**src/rtl/jtcps1_stars_rom.sv**
```systemverilog
// ROM responder for the two CPS1 star-field layers: one-word cache per layer,
// misses fetched through a single shared memory port with round-robin arbitration.
module jtcps1_stars_rom #(
  parameter int unsigned AW    = 22,
  parameter int unsigned BASE0 = 0,
  parameter int unsigned BASE1 = 'h2000
) (
  input  logic          clk,
  input  logic          rst,
  input  logic          star0_cs,
  input  logic [12:0]   star0_addr,
  output logic [31:0]   star0_data,
  output logic          star0_ok,
  input  logic          star1_cs,
  input  logic [12:0]   star1_addr,
  output logic [31:0]   star1_data,
  output logic          star1_ok,
  output logic [AW-1:0] mem_addr,
  output logic          mem_req,
  input  logic          mem_rdy,
  input  logic [31:0]   mem_data
);

  localparam logic [AW-1:0] Base0W = AW'(BASE0);
  localparam logic [AW-1:0] Base1W = AW'(BASE1);

  typedef enum logic {StIdle, StWait} state_e;

  state_e             state_q, state_d;
  logic               sel_q, sel_d;
  logic               last_q, last_d;
  logic [12:0]        pend_tag_q, pend_tag_d;
  logic [AW-1:0]      mem_addr_q, mem_addr_d;
  logic               mem_req_q, mem_req_d;
  logic [1:0][12:0]   tag_q, tag_d;
  logic [1:0][31:0]   data_q, data_d;
  logic [1:0]         valid_q, valid_d;
  logic [1:0]         ok;
  logic [1:0]         need;

  always_ff @(posedge clk or posedge rst) begin
    if (rst) begin
      state_q    <= StIdle;
      sel_q      <= 1'b0;
      last_q     <= 1'b1;  // layer 0 wins the first tie
      pend_tag_q <= '0;
      mem_addr_q <= '0;
      mem_req_q  <= 1'b0;
      tag_q      <= '0;
      data_q     <= '0;
      valid_q    <= '0;
    end else begin
      state_q    <= state_d;
      sel_q      <= sel_d;
      last_q     <= last_d;
      pend_tag_q <= pend_tag_d;
      mem_addr_q <= mem_addr_d;
      mem_req_q  <= mem_req_d;
      tag_q      <= tag_d;
      data_q     <= data_d;
      valid_q    <= valid_d;
    end
  end

  always_comb begin
    // Hit is combinational so ok drops in the same cycle the address moves
    ok[0] = star0_cs & valid_q[0] & (tag_q[0] == star0_addr);
    ok[1] = star1_cs & valid_q[1] & (tag_q[1] == star1_addr);
    need  = {star1_cs & ~ok[1], star0_cs & ~ok[0]};

    state_d    = state_q;
    sel_d      = sel_q;
    last_d     = last_q;
    pend_tag_d = pend_tag_q;
    mem_addr_d = mem_addr_q;
    mem_req_d  = mem_req_q;
    tag_d      = tag_q;
    data_d     = data_q;
    valid_d    = valid_q;

    case (state_q)
      StIdle: begin
        if (|need) begin
          sel_d      = (&need) ? ~last_q : need[1];
          pend_tag_d = sel_d ? star1_addr : star0_addr;
          mem_addr_d = (sel_d ? Base1W : Base0W) + AW'(pend_tag_d);
          mem_req_d  = 1'b1;
          state_d    = StWait;
        end
      end
      StWait: begin
        // Fill lands under the tag captured at issue, even if the client moved on
        if (mem_rdy) begin
          data_d[sel_q]  = mem_data;
          tag_d[sel_q]   = pend_tag_q;
          valid_d[sel_q] = 1'b1;
          last_d         = sel_q;
          mem_req_d      = 1'b0;
          state_d        = StIdle;
        end
      end
      default: state_d = StIdle;
    endcase
  end

  assign star0_ok   = ok[0];
  assign star1_ok   = ok[1];
  assign star0_data = data_q[0];
  assign star1_data = data_q[1];
  assign mem_addr   = mem_addr_q;
  assign mem_req    = mem_req_q;

endmodule

```
**config.mk**
```make
export PLATFORM = sky130hd
export DESIGN_NAME = jtcps1_stars_rom
export DESIGN_NICKNAME = d
export VERILOG_FILES = /design/src/rtl/jtcps1_stars_rom.sv
export SDC_FILE = /design/constraint.sdc
export NUM_CORES = 1
export LEC_CHECK = 0
export CAP_MARGIN = 20
export CORE_MARGIN = 2
export CORE_UTILIZATION = 64
export DETAILED_ROUTE_END_ITERATION = 7
export DONT_BUFFER_PORTS = 1
export PLACE_DENSITY = 0.8
export SLEW_MARGIN = 10
export SYNTH_ARGS = -nofsm -noshare
export SYNTH_HDL_FRONTEND = slang
export SYNTH_SLANG_ARGS = --single-unit
```
**constraint.sdc**
```tcl
create_clock -name clk -period 8.8 [get_ports clk]
set_clock_uncertainty 0.2 [all_clocks]
set_input_delay 1.32 -clock clk [delete_from_list [all_inputs] [get_ports clk]]
set_output_delay 1.32 -clock clk [all_outputs]
set_load 0.1 [all_outputs]
```
==> After elaboration in Yosys (flattened, before gate mapping) <==
Index checks and enable logic that the tools add are counted.
W data, S select, Z words.
{ "word_totals": {"wordCells": 52, "output_inout_bits": 89, "reg_bits": 131, "in_bits": 63} }
{ "classes": {"reduce_logical": 6, "bitwise": 11, "mux": 17, "magnitude_cmp": 2, "add_sub_neg": 1, "eq_ne": 4} }
{ "ops": {"columns": ["op", "count"], "rows": [
  ["$bwmux W64", 1],
  ["$demux W32 S1", 1],
  ["$mux W32", 1],
  ["$bwmux W26", 1],
  ["$eq A13 B13 Y1", 2],
  ["$mux W13", 2],
  ["$add A14 B13 Y15", 1],
  ["$mux W14", 1],
  ["$demux W13 S1", 1],
  ["$reduce_and A2 Y1", 4],
  ["$and A1 B1 Y1", 6],
  ["$mux W1", 6],
  ["$ne A2 B2 Y1 const B", 2],
  ["$not A1 Y1", 4],
  ["$pmux W1 S2", 2],
  ["$lt A1 B2 Y1 const B", 1],
  ["$or A2 B2 Y2", 1],
  ["$reduce_or A2 Y1", 1],
  ["$demux W1 S1", 1],
  ["$ge A1 B1 Y1 const B", 1],
  ["$logic_and A1 B1 Y1", 1]
]} }

==> Depth between registers and ports, before layout <==
Gate-level depths: netlist of the first run.
{ "logic_depth": {"word_depth": 8, "mapped_depth": 8, "depth_no_buf": 6} }

==> Worst setup path after synthesis of the first run <==
OpenSTA, ideal clock, no wires.
{ "synth_path": {"path_kind": "input to output", "start": "in star1_addr[11]", "end": "out star1_ok", "required_time_ns": 7.280, "path_buffers": 0, "stages": 3, "arrival_time_ns": 4.885, "setup_slack_ns": 2.395, "path_cell_list": "xor2_1 > or4_1 > nor4_1"} }
{ "synth_between": {"elab_chain_cells": 2} }
{ "synth_lines": {"columns": ["item", "line", "source"], "rows": [
  ["start, declared", "15", "input logic [12:0] star1_addr,"],
  ["$eq A13 B13 Y1", "68", "ok[1] = star1_cs & valid_q[1] & (tag_q[1] == star1_addr);"],
  ["$and A1 B1 Y1", "68", null],
  ["end, declared", "17", "output logic star1_ok,"]
]} }
Every way passes these cells.

==> Final worst setup path of the first run <==
{ "layout_path": {"start": "in star1_addr[6]", "end": "out star1_ok"} }
The elaborated chain is that of the path after synthesis.

==> results of run 1 <==
worst max-delay path, stage by stage:
cell	delay, ns
xor2_1	0.18
or4_1	0.57
nor4_2	0.39
clkbuf_16	0.28
through the flow:
step	util [%]	hold slack, ns	area [um2]	std cells	worst slack (ns)
3_3_place_gp	66.4	0.246	4740	397	4.66
3_5_place_dp	66.4	0.248	4740	397	4.62
5_1_grt	69.6	0.293	4970	413	4.55
4_1_cts	69.6	0.264	4970	413	4.62
2_1_floorplan	-	0.234	4670	314	2.40
6_report	69.6	0.263	4970	413	4.54
registers in the layout, summed over array words and instances, names as in the netlist:
register and count:
star0_data 32, valid_q 2, mem_addr 2, state_q 1, mem_req 1, pend_tag_q 12
tag_q 26, last_q 1, star1_data 32
cell type report:
type / instances / area, um2
timing repair buffer: 5 / 55.1
tap: 99 / 124
sequential: 109 / 2730
inverter: 4 / 17.5
clock buffer: 9 / 124
multi-input combinational: 180 / 1810
clock inverter: 7 / 106
fill: 529 / 2170
cells in the mapped netlist, types with 2 or more instances:
| library cell | number |
|---|---|
| dfrtp_1 | 108 |
| mux2_2 | 107 |
| xnor2_1 | 13 |
| xor2_1 | 13 |
| buf_4 | 9 |
| clkbuf_1 | 9 |
| mux2_4 | 9 |
| nand2_1 | 6 |
| nor4_1 | 6 |
| inv_1 | 4 |
| nand4_1 | 4 |
| nand3_1 | 3 |
| buf_6 | 2 |
| mux2i_1 | 2 |
| nand2b_1 | 2 |
final timing paths:
path | startpoint | to | cells after the start
max in group asynchronous | rst | pend_tag_q[5] | 2
min reg2reg | last_q | last_q | 2
max reg2reg | tag_q[4] | pend_tag_q[5] | 7
min in group asynchronous | rst | star1_data[12] | 1
max | star1_addr[6] | star1_ok | 4
min | last_q | last_q | 2
cells in the final DEF (no fill, tap or decap), drive strengths merged, types with 6 or more instances in the layout:
| master | n |
|---|---|
| nand2 | 6 |
| clkbuf | 10 |
| mux2 | 116 |
| xor2 | 13 |
| conb | 8 |
| inv | 7 |
| dfrtp | 108 |
| nor4 | 7 |
| xnor2 | 13 |
cells by family after synthesis:
logic type | after synthesis | share of synthesized area [%]
mux | 118 | 29.3
flops | 109 | 58.8
buf+inv | 25 | 3.10
simple gates | 25 | 3.26
compound gates | 3 | 0.620
xor+xnor | 26 | 4.90
other cells | 1 | 0.0807
routing by layer:
| layer | share of wire [%] | up-vias |
|---|---|---|
| li1 | - | 1062 |
| met1 | 38 | 1254 |
| met2 | 51 | 118 |
| met4 | 1.6 | 0 |
| met5 | 0 | - |
| met3 | 9.7 | 15 |
==> run_results.csv, run 1 <==
group,metric,value,unit
synth,async_flop_share,100,%
synth,yosysTopAreaCellShare,58.2,%
critical_path,cp_data_required_time,7.28,ns
floorplan,start_util,65.1,%
timing,setup_viol,0,
cells_and_area,nNetsFinal,372,
routing,post_drt_wl_per_cell,21.1,um
grt,grt_pass1_wl,13200,um
grt,grt_use_total,22.4,%
critical_path,path_max_fanout,2,
grt,grt_max_degree,70,
synth,yosys-top-cells-area,"dfrtp_1, mux2_2, mux2_4",
clock_network,htreeDepth,3,
timing,min_period,4.26,ns
timing,maxSlewViolCount,0,
placed_design,gp_congestion,0.832,
clock_network,numCtsBuffers,9,
clock_network,cts_tree,"yes",
critical_path,r2r_setup_slack,5.88,ns
critical_path,cp.arrival,2.74,ns
critical_path,crit_type,"in -> out",
timing,tightest_slew,1.01,ns
routing,routed_via_density,5.93,
run,drv_cap,0,
synth,ys_ff_latch,109,
routing,antenna_left,0,
cells_and_area,area_delta_synth_final,7.00,%
clock_network,clock_tree.root_cell,"clkbuf_8",
critical_path,end_kind,"output port",
synth,synth_cell_types,25,
clock_network,cts_setup_buffers,0,
clock_network,clock_sinks,109,
timing,fin_setup_tns,0,ns
synth,postSynthAreaPerCell,15.1,um2
synth,syn_area,0.00464,mm2
timing,period_share,48.4,%
clock_network,clk_latency,0.36,ns
floorplan,die_height,89.2,um
routing,wl,8700,um
grt,grt-ovfl-total,0,
synth,synth_edf_count,0,
timing,max_freq,0.235,GHz
hold_path,hp-class,"reg -> reg",
grt,grt_util_met1,28.1,%
timing,hold_violations,0,
synth,synthFlopType,"dfrtp_1",
status,status,"complete, no violations",
synth,syn_inst,307,
clock_network,clk_pin_slew_worst_paths,0.10,ns
grt,grt_use_met2,36.6,%
grt,grt_busiest_layer,"met2",
timing,slew_headroom,32.5,%
routing,drtPass1Iterations,4,
cells_and_area,diodes,0,
grt,grtUsageMet3,8.40,%
routing,drc,0,
routing,vias,2449,
synth,yosysSeqAreaShare,58.8,%
clock_network,ctsLongestPathBuffers,2,
placed_design,post-dp-hpwl,6250,um
synth,synth_warnings,0,
floorplan,num_rows,31,
critical_path,startpoint_type,"input port",
clock_network,post_cts_resized,0,
cells_and_area,drive_above_1_share,46.2,%
grt,antenna_found_initial,0,
clock_network,hold_buffers,0,
timing,grt_setup_unrepaired,"no",
floorplan,dieArea,0.00795,mm2
floorplan,core,0.00714,mm2
routing,drt_iter0_markers,149,
floorplan,die_width,89.2,um
floorplan,io_pins,152,
grt,grt_pass1_vias,2529,
placed_design,portBuffers,0,
synth,synth_top_area_cell,"dfrtp_1",
Power of run 1 is left out: the tool's default activity adds up to more than one toggle a clock period on the data nets, which glitch-free logic cannot reach.
==> inputs of run 2 (changes only) <==
- CORE_UTILIZATION: 64 -> 57
- PLACE_DENSITY: 0.8 -> 0.75
- clock period: 8.8 -> 3.6 ns (I/O delays scaled with it)
==> run 2 against run 1 <==
- die area rose by 12%
- worst setup slack got worse by 3.8 ns
- highest routed layer unchanged
- utilization fell by 5.8 points
- final cell count rose by 1.5%
- register-to-register slack got worse by 5.0 ns
- critical path depth did not move
- first-iteration DRC count fell by 53%
- critical path type is now reg -> out
- final area rose by 0.23%
- routed wire length rose by 1.4%
- worst hold slack got worse by 0.20 ns
- non-clock buffer count rose by 3
==> run_results.csv, run 2 (same netlist as run 1, synthesis figures left out) <==
group,metric,value,unit
clock_network,cts_setup_buffers,0,
routing,post_drt_wl_per_cell,21.1,um
floorplan,dieArea,0.00889,mm2
cells_and_area,area_delta_synth_final,7.25,%
placed_design,post-dp-hpwl,6240,um
floorplan,num_rows,32,
timing,max_freq,0.349,GHz
critical_path,rr_startpoint,"tag_q[10]",
placed_design,dp_worst_setup_slack,0.778,ns
cells_and_area,drive_above_1_share,45.4,%
routing,routed_via_density,5.85,
grt,grt_pass1_wl,13700,um
critical_path,crit_type,"reg -> out",
critical_path,reg2reg_depth,6,
timing,period_share,79.7,%
grt,grt_use_total,20.6,%
critical_path,r2r_setup_slack,0.93,ns
critical_path,startpoint,"tag_q[24]",
critical_path,cp.arrival,2.13,ns
hold_path,hp-class,"in -> reg",
placed_design,gp_congestion,0.736,
floorplan,core,0.00781,mm2
clock_network,numCtsBuffers,9,
critical_path,cp_data_required_time,2.86,ns
floorplan,start_util,59.5,%
timing,grt_setup_unrepaired,"no",
clock_network,clk_pin_slew_worst_paths,0.09,ns
floorplan,die_width,94.3,um
critical_path,end_kind,"output port",
critical_path,startpoint_type,"flop",
clock_network,clock_tree.root_cell,"clkbuf_8",
grt,grt_max_degree,66,
clock_network,clk_latency,0.37,ns
timing,finalWorstSetupSlack,0.732,ns
clock_network,htreeDepth,3,
clock_network,ctsLongestPathBuffers,2,
floorplan,io_pins,152,
routing,drt_iter0_markers,70,
cells_and_area,nNetsFinal,375,
cells_and_area,final_cells,419,
routing,wl,8830,um
timing,min_period,2.87,ns
timing,fin_setup_tns,0,ns
run,drv_cap,0,
clock_network,clock_sinks,109,
cells_and_area,final_core_util,63.8,%
critical_path,crit_end,"star1_ok",
routing,drc,0,
grt,grt_pass1_vias,2701,
timing,hold_violations,0,
routing,antenna_left,0,
clock_network,post_cts_resized,0,
cells_and_area,mostFrequentLayoutCells,"dfrtp_1, mux2_2, xnor2_1, xor2_1",
routing,drtPass1Iterations,4,
placed_design,dp_cells,402,
cells_and_area,final_common_cell,"dfrtp_1",
timing,tightest_slew,1.03,ns
grt,antenna_found_initial,0,
timing,slew_headroom,31.2,%
grt,grt-ovfl-total,0,
clock_network,cts_tree,"yes",
timing,setup_viol,0,
status,status,"complete, no violations",
placed_design,portBuffers,0,
timing,maxSlewViolCount,0,
critical_path,reg2reg_to,"pend_tag_q[4]",
routing,vias,2452,
critical_path,path_max_fanout,2,
floorplan,die_height,94.3,um
cells_and_area,diodes,0,
-- run 2: cell types whose count changed in the layout (fill, tap and decap cells not counted) --
cell	previous run	this run
inv_8	1	0
buf_4	4	6
clkinv_2	0	1
inv_4	1	0
buf_12	0	1
nor4_2	1	0
clkinv_4	2	0
clkbuf_16	1	0
inv_6	2	0
dlygate4sd3_1	0	1
clkinvlp_4	0	2
clkbuf_1	0	3
nor4_4	1	2
-- run 2: worst min-delay path by stage --
stage	slack, ns	cells after the start	start	endpoint
final	0.06	1	mem_rdy	state_q
after global routing	0.05	1	mem_rdy	state_q
after CTS	0.05	1	mem_rdy	state_q
after detailed placement	0.25	2	last_q	last_q
after global placement	0.25	2	last_q	last_q
after floorplan	0.23	1	valid_q[0]	valid_q[0]
-- run 2: area by class of cell --
class                   instances  area, um2
clock buffers                  12        135
clock inverters                 4       72.6
fillers                       603       2830
inverters                       4       18.8
multi-input cells             180       1820
flip-flops and latches        109       2730
well taps                     102        128
repair buffers                  8       75.1
-- run 2: per-stage QoR --
stage	hold WS (ns)	area, um2
3_3_place_gp	0.250	4760
6_report	0.0642	4980
5_1_grt	0.0498	4980
2_1_floorplan	0.234	4690
3_5_place_dp	0.249	4760
4_1_cts	0.0535	4980
-- run 2: repair_timing --
action                                 in CTS  in global routing
endpoints found under the hold margin      64                  0
setup endpoints to repair                   0                  0
hold buffers                                1                  0
-- run 2: critical path, cell delays in order, from the launching register on --
cell     delay [ns]
dfrtp_1        0.39
xor2_1         0.18
or4_1          0.58
nor4_4         0.29
buf_4          0.33
-- run 2: routing by layer --
layer	global-route usage (%)	vias up	share of wire (%)
li1	-	1066	-
met1	25.4	1279	40
met2	33.9	96	49
met3	6.66	11	9.6
met4	7.61	0	1.5
met5	0	-	0
Power of run 2 is left out for the same reason.
==> inputs of run 3 (changes only) <==
- clock period: 3.6 -> 2.55 ns (I/O delays scaled with it)
==> run 3 against run 2 <==
- the run now ends with negative setup slack left
- global-route usage rose by 1.5 points
- via count rose by 6.4%
- worst hold slack got worse by 0.028 ns
- largest cell class unchanged
==> run_results.csv, run 3 (same netlist as run 1, synthesis figures left out) <==
group,metric,value,unit
clock_network,cts_tree,"yes",
critical_path,end_kind,"output port",
placed_design,portBuffers,0,
timing,grt_setup_unrepaired,"yes",
timing,slew_headroom,35.4,%
cells_and_area,nNetsFinal,420,
routing,wl,9410,um
timing,tightest_slew,0.969,ns
grt,grt_busiest_layer,"met2",
grt,grt_pass1_vias,2862,
routing,drt_iter0_markers,74,
routing,routed_via_density,5.64,
floorplan,die_width,94.3,um
clock_network,clk_latency,0.35,ns
floorplan,dieArea,0.00889,mm2
grt,grt_max_degree,52,
placed_design,gp_congestion,0.763,
status,status,"finished with violations",
clock_network,ctsLongestPathBuffers,2,
floorplan,core,0.00781,mm2
grt,grt-ovfl-total,0,
routing,antenna_left,0,
placed_design,post-dp-hpwl,6760,um
timing,finalWorstSetupSlack,-0.0679,ns
floorplan,start_util,59.5,%
timing,min_period,2.62,ns
timing,period_share,103,%
clock_network,clock_sinks,109,
timing,max_freq,0.382,GHz
critical_path,cp_data_required_time,1.97,ns
cells_and_area,final_common_cell,"dfrtp_1",
floorplan,io_pins,152,
cells_and_area,mostFrequentLayoutCells,"dfrtp_1, mux2_2, dlygate4sd3_1",
critical_path,crit_type,"reg -> out",
clock_network,htreeDepth,3,
run,drv_cap,0,
grt,grt_util_met1,26.4,%
status,violations,"negative setup slack",
cells_and_area,diodes,0,
critical_path,startpoint_type,"flop",
grt,grt_use_total,22.1,%
hold_path,hp-class,"in -> reg",
timing,hold_violations,0,
timing,setup_viol,1,
timing,maxSlewViolCount,0,
cells_and_area,area_delta_synth_final,17.3,%
grt,grtUsageMet3,9.07,%
clock_network,clock_tree.root_cell,"clkbuf_8",
critical_path,cp.arrival,2.04,ns
floorplan,num_rows,32,
cells_and_area,drive_above_1_share,45.2,%
clock_network,numCtsBuffers,9,
critical_path,path_max_fanout,2,
floorplan,die_height,94.3,um
routing,drtPass1Iterations,4,
grt,grt_use_met2,36.8,%
cells_and_area,final_core_util,69.8,%
routing,vias,2610,
cells_and_area,regArea,0.00273,mm2
cells_and_area,multi_input_area,0.00186,mm2
routing,post_drt_wl_per_cell,20.3,um
grt,antenna_found_initial,0,
routing,drc,0,
cells_and_area,fillers,549,
clock_network,clk_pin_slew_worst_paths,0.10,ns
grt,grt_pass1_wl,14700,um
## run 3: cell types whose count changed in the layout (fill, tap and decap cells not counted), moves of 3 or more
cell | before | now
clkbuf_1 | 3 | 0
buf_4 | 6 | 16
xnor2_2 | 0 | 3
dlygate4sd3_1 | 1 | 34
xnor2_1 | 13 | 10
inv_6 | 0 | 3
## run 3: routing by layer
layer	wire length, um	share of wire [%]
met1	3520	37
met2	4890	52
met3	930	9.9
met4	71	0.75
met5	0	0
## run 3: cell type report
cell class,instances,share of cell area [%]
clock buffers,9,2.27
clock inverters,6,1.29
inverters,4,0.345
multi-input cells,180,34.1
flip-flops and latches,109,50.1
well taps,102,2.34
repair buffers,53,9.55
## run 3: repair_timing
action | in CTS | in global routing
resized for setup | 1 | 0
buffers inserted | 0 | 0
cloned | 0 | 0
hold buffers | 34 | 0
pin swaps | 2 | 1
setup endpoints to repair | 1 | 1
hold endpoints to repair | 85 | 0
## run 3: path summary, 6_finish.rpt
check | from | endpoint | slack [ns] | cells after the start
max | tag_q[15] | star1_ok | -0.07 | 4
min | star1_cs | state_q | 0.04 | 2
max reg2reg | tag_q[12] | pend_tag_q[8] | 0.18 | 7
min reg2reg | last_q | last_q | 0.28 | 2
max in group asynchronous | rst | last_q | 1.18 | 3
min in group asynchronous | rst | star1_data[5] | 0.32 | 2
## run 3: per-stage QoR
step	std cells	hold slack (ns)	area, um2	TNS (ns)	setup WS (ns)
final	463	0.0361	5450	-0.0679	-0.0679
after global routing	463	0.0340	5450	-0.167	-0.167
after CTS	463	0.0217	5450	-0.112	-0.112
after detailed placement	414	0.105	4910	0	0.181
after global placement	414	0.101	4910	0	0.213
after floorplan	314	0.234	4720	-8.93	-0.835
## run 3: critical path: stages (launching register included)
cell and delay, ns:
dfrtp_1 0.41, xor2_1 0.17, or4_4 0.55, nor4_4 0.34
buf_12 0.22
Power of run 3 is left out for the same reason.
